===== src/rtl/sc_io_pkg.sv =====
// sc_io_pkg: IO window base, word addresses and status bit layout for sc_io_responder
package sc_io_pkg;
  localparam logic [31:0] IO_BASE     = 32'h0000_0080;
  localparam logic [31:0] IO_WIN_MASK = 32'h0000_007F;
  localparam logic [7:0]  ADDR_OUT0   = 8'h80;
  localparam logic [7:0]  ADDR_OUT1   = 8'h84;
  localparam logic [7:0]  ADDR_OUT2   = 8'h88;
  localparam logic [7:0]  ADDR_IN0    = 8'hC0;
  localparam logic [7:0]  ADDR_IN1    = 8'hC4;
  localparam logic [7:0]  ADDR_IN2    = 8'hC8;
  localparam logic [7:0]  ADDR_STATUS = 8'hCC;
  localparam int          STAT_CHG0   = 0;
  localparam int          STAT_CHG1   = 1;
  localparam int          STAT_CHG2   = 2;
endpackage


===== src/rtl/sc_io_debounce.sv =====
// sc_io_debounce: two-flop synchronizer, optional stability counter (SC_IO_DEBOUNCE_EN), debounced word and change pulse
//   in: clock, resetn (async active-low), in_word[31:0]; out: deb[31:0], change (high on the edge deb updates)
module sc_io_debounce #(
  parameter int DEB_CYCLES = 4
) (
  input  logic        clock,
  input  logic        resetn,
  input  logic [31:0] in_word,
  output logic [31:0] deb,
  output logic        change
);
  logic [31:0] sync1, sync2, deb_next;
`ifdef SC_IO_DEBOUNCE_EN
  logic [7:0] cnt, cnt_next;
  logic hold, fire;
  // restart the count while settled or while sync2 is itself still moving
  assign hold     = (sync2 == deb) || (sync1 != sync2);
  assign fire     = !hold && (cnt == 8'(DEB_CYCLES - 1));
  assign deb_next = fire ? sync2 : deb;
  assign cnt_next = (hold || fire) ? 8'd0 : cnt + 8'd1;
  always_ff @(posedge clock or negedge resetn)
    if (!resetn) cnt <= '0;
    else cnt <= cnt_next;
`else
  logic unused_deb_cycles;
  assign unused_deb_cycles = ^8'(DEB_CYCLES);
  assign deb_next = sync2;
`endif
  assign change = deb_next != deb;
  always_ff @(posedge clock or negedge resetn)
    if (!resetn) begin
      sync1 <= '0;
      sync2 <= '0;
      deb   <= '0;
    end else begin
      sync1 <= in_word;
      sync2 <= sync1;
      deb   <= deb_next;
    end
endmodule


===== src/rtl/sc_io_responder.sv =====
// sc_io_responder: memory-mapped IO block (3 out ports, 3 debounced in ports, read-to-clear change status, irq)
//   in: clock, resetn (async active-low), addr, wdata, wmem, rmem, in_port0..2
//   out: out_port0..2, io_sel, io_rdata, irq; macro SC_IO_DEBOUNCE_EN enables the DEB_CYCLES stability filter
module sc_io_responder
  import sc_io_pkg::*;
#(
  parameter int DEB_CYCLES = 4
) (
  input  logic        clock,
  input  logic        resetn,
  input  logic [31:0] addr,
  input  logic [31:0] wdata,
  input  logic        wmem,
  input  logic        rmem,
  input  logic [31:0] in_port0,
  input  logic [31:0] in_port1,
  input  logic [31:0] in_port2,
  output logic [31:0] out_port0,
  output logic [31:0] out_port1,
  output logic [31:0] out_port2,
  output logic        io_sel,
  output logic [31:0] io_rdata,
  output logic        irq
);
  logic [7:0]  off;
  logic [2:0]  flags, change;
  logic [31:0] in_w [3];
  logic [31:0] deb [3];
  logic [31:0] status;
  logic        wr, clr;
  assign in_w[0] = in_port0;
  assign in_w[1] = in_port1;
  assign in_w[2] = in_port2;
  for (genvar i = 0; i < 3; i++) begin : g_port
    sc_io_debounce #(.DEB_CYCLES(DEB_CYCLES)) u_deb (
      .clock  (clock),
      .resetn (resetn),
      .in_word(in_w[i]),
      .deb    (deb[i]),
      .change (change[i])
    );
  end
  assign io_sel = (addr & ~IO_WIN_MASK) == IO_BASE;
  assign off    = {addr[7:2], 2'b00};
  assign wr     = wmem && io_sel;
  assign clr    = rmem && io_sel && (off == ADDR_STATUS);
  always_comb begin
    status            = '0;
    status[STAT_CHG0] = flags[0];
    status[STAT_CHG1] = flags[1];
    status[STAT_CHG2] = flags[2];
    io_rdata = !io_sel              ? 32'd0     :
               off == ADDR_OUT0     ? out_port0 :
               off == ADDR_OUT1     ? out_port1 :
               off == ADDR_OUT2     ? out_port2 :
               off == ADDR_IN0      ? deb[0]    :
               off == ADDR_IN1      ? deb[1]    :
               off == ADDR_IN2      ? deb[2]    :
               off == ADDR_STATUS   ? status    : 32'd0;
  end
  always_ff @(posedge clock or negedge resetn)
    if (!resetn) begin
      out_port0 <= '0;
      out_port1 <= '0;
      out_port2 <= '0;
      flags     <= '0;
      irq       <= 1'b0;
    end else begin
      if (wr && off == ADDR_OUT0) out_port0 <= wdata;
      if (wr && off == ADDR_OUT1) out_port1 <= wdata;
      if (wr && off == ADDR_OUT2) out_port2 <= wdata;
      flags <= (clr ? 3'b000 : flags) | change;
      irq   <= |flags;
    end
endmodule


===== config.mk =====
export PLATFORM = sky130hd
export DESIGN_NAME = sc_io_responder
export DESIGN_NICKNAME = d
export VERILOG_FILES = /design/src/rtl/sc_io_pkg.sv /design/src/rtl/sc_io_debounce.sv /design/src/rtl/sc_io_responder.sv
export SDC_FILE = /design/constraint.sdc
export NUM_CORES = 1
export LEC_CHECK = 0
export ABC_CLOCK_PERIOD_IN_PS = 2900
export CORE_MARGIN = 1.5
export CORE_UTILIZATION = 40
export CTS_CLUSTER_SIZE = 25
export DETAILED_ROUTE_END_ITERATION = 12
export PLACE_DENSITY = 0.65
export SETUP_SLACK_MARGIN = 0.2
export SLEW_MARGIN = 20
export SYNTH_ARGS = -nofsm -noshare
export SYNTH_HDL_FRONTEND = slang
export SYNTH_SLANG_ARGS = --single-unit
export TNS_END_PERCENT = 30

===== constraint.sdc =====
create_clock -name clock -period 2.9 [get_ports clock]
set_input_delay 0.58 -clock clock [delete_from_list [all_inputs] [get_ports clock]]
set_output_delay 0.58 -clock clock [all_outputs]
set_load 0.05 [all_outputs]

After elaboration in Yosys (flattened, before gate mapping):

Index checks and enable logic that the tools add are counted.

* mux-type cells: 9
* equal/unequal tests: 11
* bitwise operators: 1
* reductions and logical operators: 7

Operators by type and width (count)
* $mux 32: 7
* $ne 32x32->1: 3
* $eq 6x6->1 const B: 7
* $eq 25x1->1 const B: 1
* $logic_and 1x1->1: 6
* $mux 3: 2
* $or 3x3->3: 1
* $reduce_or 3->1: 1

* logic and storage cells: 42
* input port bits: 164
* bits in registers: 388
* output and inout port bits: 130

Depth between registers and ports, before layout:

Gate-level depths: netlist of the first run.

* depth in word-level cells: 9
* depth in mapped cells: 6
* depth with buffers taken out: 4

Modules after synthesis:

A second synthesis of the first run with hierarchy kept.

* cells, all modules: 958
* area total of the unflattened synthesis: 14119.8 µm²

Modules (own cells, without submodules)
* sc_io_debounce: area each 2748.9 µm², instances 3, sequential area each 2402.3 µm², cells each 139
* sc_io_responder: area each 5873.1 µm², instances 1, sequential area each 2502.4 µm², cells each 541

Least setup slack after synthesis of the first run:

OpenSTA, ideal clock, no wires.

* path type: input port to output port
* start point: input addr[19]
* end point: output io_rdata[24]
* buffers on the path: 1
* stages: 5
* arrival: 4.130 ns
* required time: 2.320 ns
* path slack: -1.810 ns
* cells stage by stage: nor4_1 > nand4_1 > or2_0 > buf_4 > a2111oi_0

* word-level cells in the longest chain between the ends: 2

RTL lines
* start, declared: line sc_io_responder.sv:11 `input logic [31:0] addr,`
* $eq 25x1->1: line sc_io_responder.sv:43 `assign io_sel = (addr & ~IO_WIN_MASK) == IO_BASE;`
* $mux 32: line sc_io_responder.sv:52 `io_rdata = !io_sel ? 32'd0 :`
* end, declared: line sc_io_responder.sv:22 `output logic [31:0] io_rdata,`

Every way passes these cells.

Worst setup path in the final report of the first run:

* start point: input addr[2]
* end point: output io_rdata[4]

* word-level cells in the longest chain between the ends: 8
* elaborated cells on any way between the ends: 13
* classes of those cells: eq/ne: 6; mux: 7

RTL lines
* $eq 6x6->1: line sc_io_responder.sv:58 `off == ADDR_IN2 ? deb[2] :`
* $mux 32: line sc_io_responder.sv:58
* $mux 32: line sc_io_responder.sv:57 `off == ADDR_IN1 ? deb[1] :`
* $mux 32: line sc_io_responder.sv:56 `off == ADDR_IN0 ? deb[0] :`
* $mux 32: line sc_io_responder.sv:55 `off == ADDR_OUT2 ? out_port2 :`
* $mux 32: line sc_io_responder.sv:54 `off == ADDR_OUT1 ? out_port1 :`
* $mux 32 (*): line sc_io_responder.sv:53 `off == ADDR_OUT0 ? out_port0 :`
* $mux 32 (*): line sc_io_responder.sv:52

Every way passes the cells marked *; elsewhere a longest branch is shown, timed or not.

==> metrics.md, run 1 <==
| Metric | Value |
|---|---|
| Status | completed |
| Post-Syn Area | 13710 µm² |
| Worst Path Buf+Inv | 3 |
| Detailed Place HPWL | about 27 mm |
| Post-Route Skew | ~14 ps |
| Mean Syn Cell Area | approximately 16 µm² |
| Min Hold Slack | 343.7 ps |
| Met1 global-route usage | between 20 and 30% |
| Unrepaired setup endpoints after global routing | true |
| Slew HR | 59.48% |
| Post-layout util | 60.22% |
| Clock power frac | 45.2% |
| Final setup fails | 0 |
| # rows | 67 |
| Busiest grt layer | met2 |
| Type of destination of the critical path | output pin |
| Clock buffer depth | 3 |
| Grt met3 use | 3.818% |
| Max cap viols | 0 |
| Hold Fails Final Rpt | 0 |
| # IOs | 294 |
| Clock sinks | roughly 390 |
| Max VDD drop | 0.0004293 V |
| Worst EP required | ~2300 ps |
| DRC violations left | 0 |
| Slew @ Worst Pin | 605.9 ps |
| # port buffers | 291 |
| FILL cells | around 2600 |
| Net switching power | ~2600 µW |
| F_max | 354.1 MHz |
| Largest net degree at the start of global routing | 90 |
| Delay-heaviest family, CP | compound AO/OA/AOI/OAI gates |
| Worst setup SP type | input port |
| CTS tree | done |
| First-pass GRT wire length | 57.70 mm |
| Area growth syn-to-layout | 47.69% |
| Root buffer selected by CTS | clkbuf_16 |
| Core area | 33620 µm² |
| Min Tclk post-route | ~2800 ps |
| Initial antenna violation count | 1 |
| Reg clk slew, reported paths | about 60 ps |
| Ys Warns | 0 |
| Pint | 9320 µW |
| Post-synth EDFFs | 0 |
| Die Height | 188.1 µm |
| Crit-path cells | buf_4, bufbuf_16, mux2i_1, o2bb2ai_1, nand2_1, a2111oi_4, buf_6 |
| Gpl congestion | 0.8206 |
| Logic pwr share | under 10% |
| Sequential share of power | 48.3% |
| Met2 global-route usage | 37.51% |
| CP max stage cell | a2111oi_4 |
| Main synth FF type | dfrtp_1 |
| Routed Wire Length | 37.73 mm |
| Post-route ant nets | 0 |
| Post-synthesis instance total | around 880 |
| LEAKAGE | about 0.0086 µW |
| Pre-CTS setup slack | -445.8 ps |
| Fin nets | 1414 |
| Die Wd | ~190 µm |
| Library cells used by synthesis | 39 |
| Worst-Skew Late Latency | between 500 and 600 ps |
| Vias in the first global route | 9353 |
| Routed len/inst | 21.84 µm |
| Setup TNS | 0 ps |
| Num CTS Buffers | 39 |
| Gr ovfl total | 0 |
| Initial cell density of the core | 40.77% |
| DR pass1 iterations | 4 |
| PwrDens | 588.2 nW/µm² |
| Synth Register Bits | 388 |
| Ys async rst share | 100.0% |
| Slowest stage delay, CP | 400 ps |
| Max H-tree Level | 2 |
| Layout cells sized above 1 | 28.46% |
| DRT iter0 DRCs | 419 |
| GR Util All Layers | 21.77% |
| Syn_nets | 1043 |
| Final Slew Violations | 0 |
| Final setup margin | 75.78 ps |
| Crit Path Class | in -> out |
| Crit Path Max Fanout | 8 |
| Tcrit/Tclk final | 97.39% |
| Sequential area share after synthesis | 70.84% |
| Sw frac | a little over a fifth |
| Hold crit path type | reg -> reg |
| Critical Path AT | 2240 ps |
| Vias | approximately 8600 |
| Die area | 35380 µm² |
| DR vias/cell | 4.986 |
## placed cells by master, fill, tap and decap left out, types with 3 or more instances in the layout
master	n
clkbuf_16	40
o22ai_1	14
nor2_1	31
mux2_1	10
bufinv_16	8
o2bb2ai_1	27
clkdlybuf4s50_1	227
clkinv_2	6
xnor2_1	96
dlygate4sd2_1	6
clkbuf_1	5
buf_4	47
a2111oi_4	30
buf_12	25
buf_8	4
clkinvlp_4	8
nor4_4	7
buf_6	37
buf_16	5
o22ai_2	18
dfrtp_1	388
o211ai_1	3
mux2i_1	29
nand2_1	31
nand4_1	26
nor4_1	6
buf_2	11
mux2_2	89
inv_1	5
## logic make-up after synthesis
group / count (synthesis) / synth area share, %
AO/OA/AOI/OAI: 104 / 5.998
XOR/XNOR: 96 / 6.135
buffers and inverters: 46 / 1.881
flip-flops: 388 / 70.84
multiplexers: 130 / 10.58
AND/OR/NAND/NOR: 115 / 4.565
## state kept, by name, summed over array words and instances, names as in the netlist
| register | cells |
|---|---|
| out_port2 | 32 |
| g_port.u_deb.sync1 | 96 |
| g_port.u_deb.deb_next | 96 |
| irq | 1 |
| g_port.u_deb.deb | 96 |
| flags | 3 |
| out_port0 | 32 |
| out_port1 | 32 |
## layout make-up
type	instances	area, µm²	share of cell area (%)
sequential	388	9709	47.97
antenna	1	2.502	0.01236
multi-input combinational	445	4577	22.61
clock buffer	46	1033	5.106
tap	448	560.5	2.769
timing repair buffer	369	3965	19.59
clock inverter	24	360.3	1.780
inverter	7	33.78	0.1669
## cell usage after synthesis (2+ instances only)
| master | n | area share [%] |
|---|---|---|
| a2111oi_0 | 28 | 1.8 |
| a2111oi_2 | 2 | 0.22 |
| a211oi_1 | 2 | 0.11 |
| a21o_1 | 2 | 0.11 |
| a22oi_1 | 2 | 0.11 |
| buf_1 | 2 | 0.055 |
| buf_2 | 3 | 0.11 |
| buf_4 | 3 | 0.16 |
| buf_6 | 9 | 0.74 |
| clkbuf_1 | 20 | 0.55 |
| clkbuf_2 | 2 | 0.073 |
| dfrtp_1 | 388 | 71 |
| inv_1 | 7 | 0.19 |
| mux2_1 | 10 | 0.82 |
| mux2_2 | 89 | 7.3 |
| mux2i_1 | 29 | 2.1 |
| mux4_2 | 2 | 0.33 |
| nand2_1 | 32 | 0.88 |
| nand3_1 | 4 | 0.15 |
| nand4_1 | 26 | 1.2 |
| nor2_1 | 31 | 0.85 |
| nor3_1 | 2 | 0.073 |
| nor4_1 | 10 | 0.46 |
| nor4_4 | 3 | 0.47 |
| o211ai_1 | 3 | 0.16 |
| o22ai_1 | 32 | 1.5 |
| o2bb2ai_1 | 29 | 1.9 |
| xnor2_1 | 96 | 6.1 |
## worst register-to-register path, cell delays in order (launching register included)
cell      delay [ps]
dfrtp_1          450
xnor2_1          180
nand4_1          180
nor4_1           440
o211ai_1         180
## metrics by stage
step	std cells	cell area [µm²]	power, µW
floorplan	879	14360	6053
global placement	1639	18230	6582
detailed placement	1639	18230	6595
CTS	1727	20220	12060
global route	1727	20240	12370
finish	1728	20240	11910
## final timing paths
path	endpoint	slack, ps	cells after the start	startpoint
max in group asynchronous	out_port1[12]$_DFFE_PN0P_	1450	3	resetn
min	g_port[0].u_deb.deb_next[7]$_DFF_PN0_	340	0	g_port[0].u_deb.sync1[7]$_DFF_PN0_
max reg2reg	flags[1]$_DFF_PN0_	1330	4	g_port[1].u_deb.deb[27]$_DFF_PN0_
min reg2reg	g_port[0].u_deb.deb_next[7]$_DFF_PN0_	340	0	g_port[0].u_deb.sync1[7]$_DFF_PN0_
max	io_rdata[4]	80	7	addr[2]
min in group asynchronous	g_port[1].u_deb.sync1[24]$_DFF_PN0_	570	2	resetn
## power groups by stage
stage                     Clock, µW  Combinational, µW  Sequential [µW]
after detailed placement          0                741             5850
after CTS                      5520                782             5760
after global routing           5770                834             5770
final                          5380                770             5750
after floorplan                   0                250             5800
after global placement            0                736             5850
## metal layers
| layer | vias to the layer above | wire length [µm] |
|---|---|---|
| met5 | - | 0 |
| met4 | 0 | 752 |
| met3 | 47 | 1941 |
| met2 | 263 | 19080 |
| met1 | 4412 | 15960 |
| li1 | 3893 | - |
## what timing repair did
| item | 4_1_cts | 5_1_grt |
|---|---|---|
| setup endpoints to repair | 33 | 32 |
| gates cloned | 7 | 0 |
| setup buffers | 10 | 0 |
| hold endpoints to repair | 14 | 0 |
| gates resized for setup | 173 | 5 |
| pin swaps | 18 | 1 |
| hold buffers | 1 | 0 |
Note: power is estimated with default switching activity, not from simulation.
==> run 2: changes to the inputs <==
ABC_CLOCK_PERIOD_IN_PS = not set   (was 2900)
CTS_CLUSTER_SIZE = 14   (was 25)
RECOVER_POWER = 25   (was not set)
==> metrics.md, run 2 (synthesis gave the netlist of run 1 again) <==
| Metric | Value |
|---|---|
| Min Hold Slack | 343.6 ps |
| Crit Path Max Fanout | 5 |
| Clock power frac | roughly 43% |
| FILL cells | 2521 |
| Worst-Skew Late Latency | 530 ps |
| Slew @ Worst Pin | 596.9 ps |
| DRC violations left | 0 |
| CP dominant cell by count | buf_4 |
| Post-DP Area | 18230 µm² |
| Sw frac | 22.69% |
| Initial antenna violation count | 2 |
| Slowest stage delay, CP | 340 ps |
| Final instance area | 20570 µm² |
| # port buffers | 291 |
| Post-Route Skew | 13.00 ps |
| First-pass GRT wire length | 57.15 mm |
| Die area | 35380 µm² |
| DR vias/cell | ~5.0 |
| Status | completed |
| Max cap viols | 0 |
| Gr ovfl total | 0 |
| Max VDD drop | a little over 0.0005 V |
| Vias in the first global route | 9339 |
| Clock buffer depth | 3 |
| Register area | 9709 µm² |
| Core area | 33620 µm² |
| DRT iter0 DRCs | 447 |
| Fin nets | 1431 |
| Setup TNS | 0 ps |
| Worst setup SP type | input port |
| GR Util All Layers | 21.62% |
| Root buffer selected by CTS | clkbuf_16 |
| LEAKAGE | 0.008690 µW |
| Crit Path Class | in -> out |
| Detailed Place HPWL | 26.63 mm |
| Area occupied by multi-input gates | 4778 µm² |
| Max H-tree Level | 2 |
| Critical Path AT | 2290 ps |
| Initial cell density of the core | about two fifths |
| Pre-CTS setup slack | -445.8 ps |
| Sequential share of power | 49.9% |
| CTS tree | done |
| Crit-path cells | buf_8, nor4b_4, buf_4, nand3_4, or2_4, buf_12, buf_4, a2111oi_4, buf_6 |
| Hold crit path type | reg -> reg |
| Gpl congestion | 0.8206 |
| Die Height | between 150 and 200 µm |
| Routed Wire Length | approximately 38 mm |
| Most frequent cells in the layout | 388 x dfrtp_1, 190 x clkdlybuf4s50_1, 96 x xnor2_1, 89 x mux2_2, 48 x buf_6 |
| F_max | 348.3 MHz |
| Final Slew Violations | 0 |
| Logic pwr share | ~6.7% |
| Commonest non-fill, non-tap cell in the layout | dfrtp_1 |
| Largest net degree at the start of global routing | 90 |
| # rows | 67 |
| Hold Fails Final Rpt | 0 |
| Unrepaired setup endpoints after global routing | true |
| Clock sinks | 388 |
| Final setup fails | 0 |
| Net switching power | 2612 µW |
| Pint | 8902 µW |
| Area growth syn-to-layout | 50.05% |
| DR pass1 iterations | 4 |
| CP max stage cell | or2_4 |
| Final setup margin | approximately 29 ps |
| Delay-heaviest family, CP | buffers and inverters |
| Post-route ant nets | 0 |
| Type of destination of the critical path | output pin |
| Final non-filler cell total | 1747 |
| Min Tclk post-route | 2871 ps |
| Layout cells sized above 1 | 30.76% |
| Die Wd | 188.1 µm |
| DP Cell Count | 1639 |
| # IOs | ~290 |
| Slew HR | 60.08% |
| Routed len/inst | 21.80 µm |
| PwrDens | 559.9 nW/µm² |
| Reg clk slew, reported paths | 60 ps |
| Tcrit/Tclk final | around 100% |
| Worst Path Buf+Inv | 5 |
| Worst EP required | 2320 ps |
| Num CTS Buffers | 40 |
| Vias | about 8700 |
## run 2: cell types whose count changed in the layout (fill, tap and decap cells not counted), sizes merged
cell	previous run	this run
bufinv	8	2
bufbuf	2	1
buf	129	145
dlygate4sd2	6	4
clkdlybuf4s15	4	5
clkinv	8	9
inv	7	8
clkinvlp	8	5
diode	1	2
clkbuf	46	57
clkdlybuf4s50	227	190
dlygate4sd3	1	38
## run 2: cell type report
class / instances / share of cell area (%)
Inverter: 7 / 0.1643
Timing Repair Buffer: 385 / 20.36
Clock inverter: 17 / 0.9491
Clock buffer: 55 / 5.336
Antenna cell: 2 / 0.02434
Multi-Input combinational cell: 445 / 23.23
Sequential cell: 388 / 47.21
Tap cell: 448 / 2.726
## run 2: power by group through the flow
stage / clock network, µW / logic, µW / registers [µW]
4_1_cts: 5120 / 776 / 5750
2_1_floorplan: 0 / 250 / 5800
6_report: 4990 / 774 / 5750
3_3_place_gp: 0 / 736 / 5850
3_5_place_dp: 0 / 741 / 5850
5_1_grt: 5350 / 839 / 5770
## run 2: final timing paths
| kind | startpoint | end | slack [ps] | cells past startpoint |
|---|---|---|---|---|
| setup / recovery | addr[28] | io_rdata[26] | 30 | 9 |
| hold / removal | g_port[0].u_deb.sync1[20]$_DFF_PN0_ | g_port[0].u_deb.deb_next[20]$_DFF_PN0_ | 340 | 0 |
| setup reg to reg | g_port[0].u_deb.deb[16]$_DFF_PN0_ | flags[0]$_DFF_PN0_ | 1390 | 4 |
| hold reg to reg | g_port[0].u_deb.sync1[20]$_DFF_PN0_ | g_port[0].u_deb.deb_next[20]$_DFF_PN0_ | 340 | 0 |
| max in group asynchronous | resetn | out_port2[0]$_DFFE_PN0P_ | 1460 | 3 |
| min in group asynchronous | resetn | g_port[0].u_deb.sync1[15]$_DFF_PN0_ | 580 | 2 |
## run 2: repair_timing
item | in CTS | in global routing
gates resized for setup | 204 | 42
hold endpoints to repair | 20 | 0
setup endpoints to repair | 33 | 32
hold buffers | 1 | 0
cloned | 6 | 0
pin swaps | 26 | 31
buffers inserted | 15 | 12
## run 2: routing by layer
layer / part of all wire [%] / global-route usage (%) / vias to the layer above
li1: - / - / 3925
met5: 0 / 0 / -
met1: 42 / 28.27 / 4380
met2: 50 / 36.28 / 291
met4: 2.8 / 7.108 / 0
met3: 5.6 / 4.174 / 67
## run 2: per-stage QoR
step | utilization [%] | total power, µW
6_report | 61.18 | 11510
5_1_grt | 61.18 | 11960
4_1_cts | 60.30 | 11650
3_5_place_dp | 54.23 | 6595
3_3_place_gp | 54.23 | 6582
2_1_floorplan | - | 6053
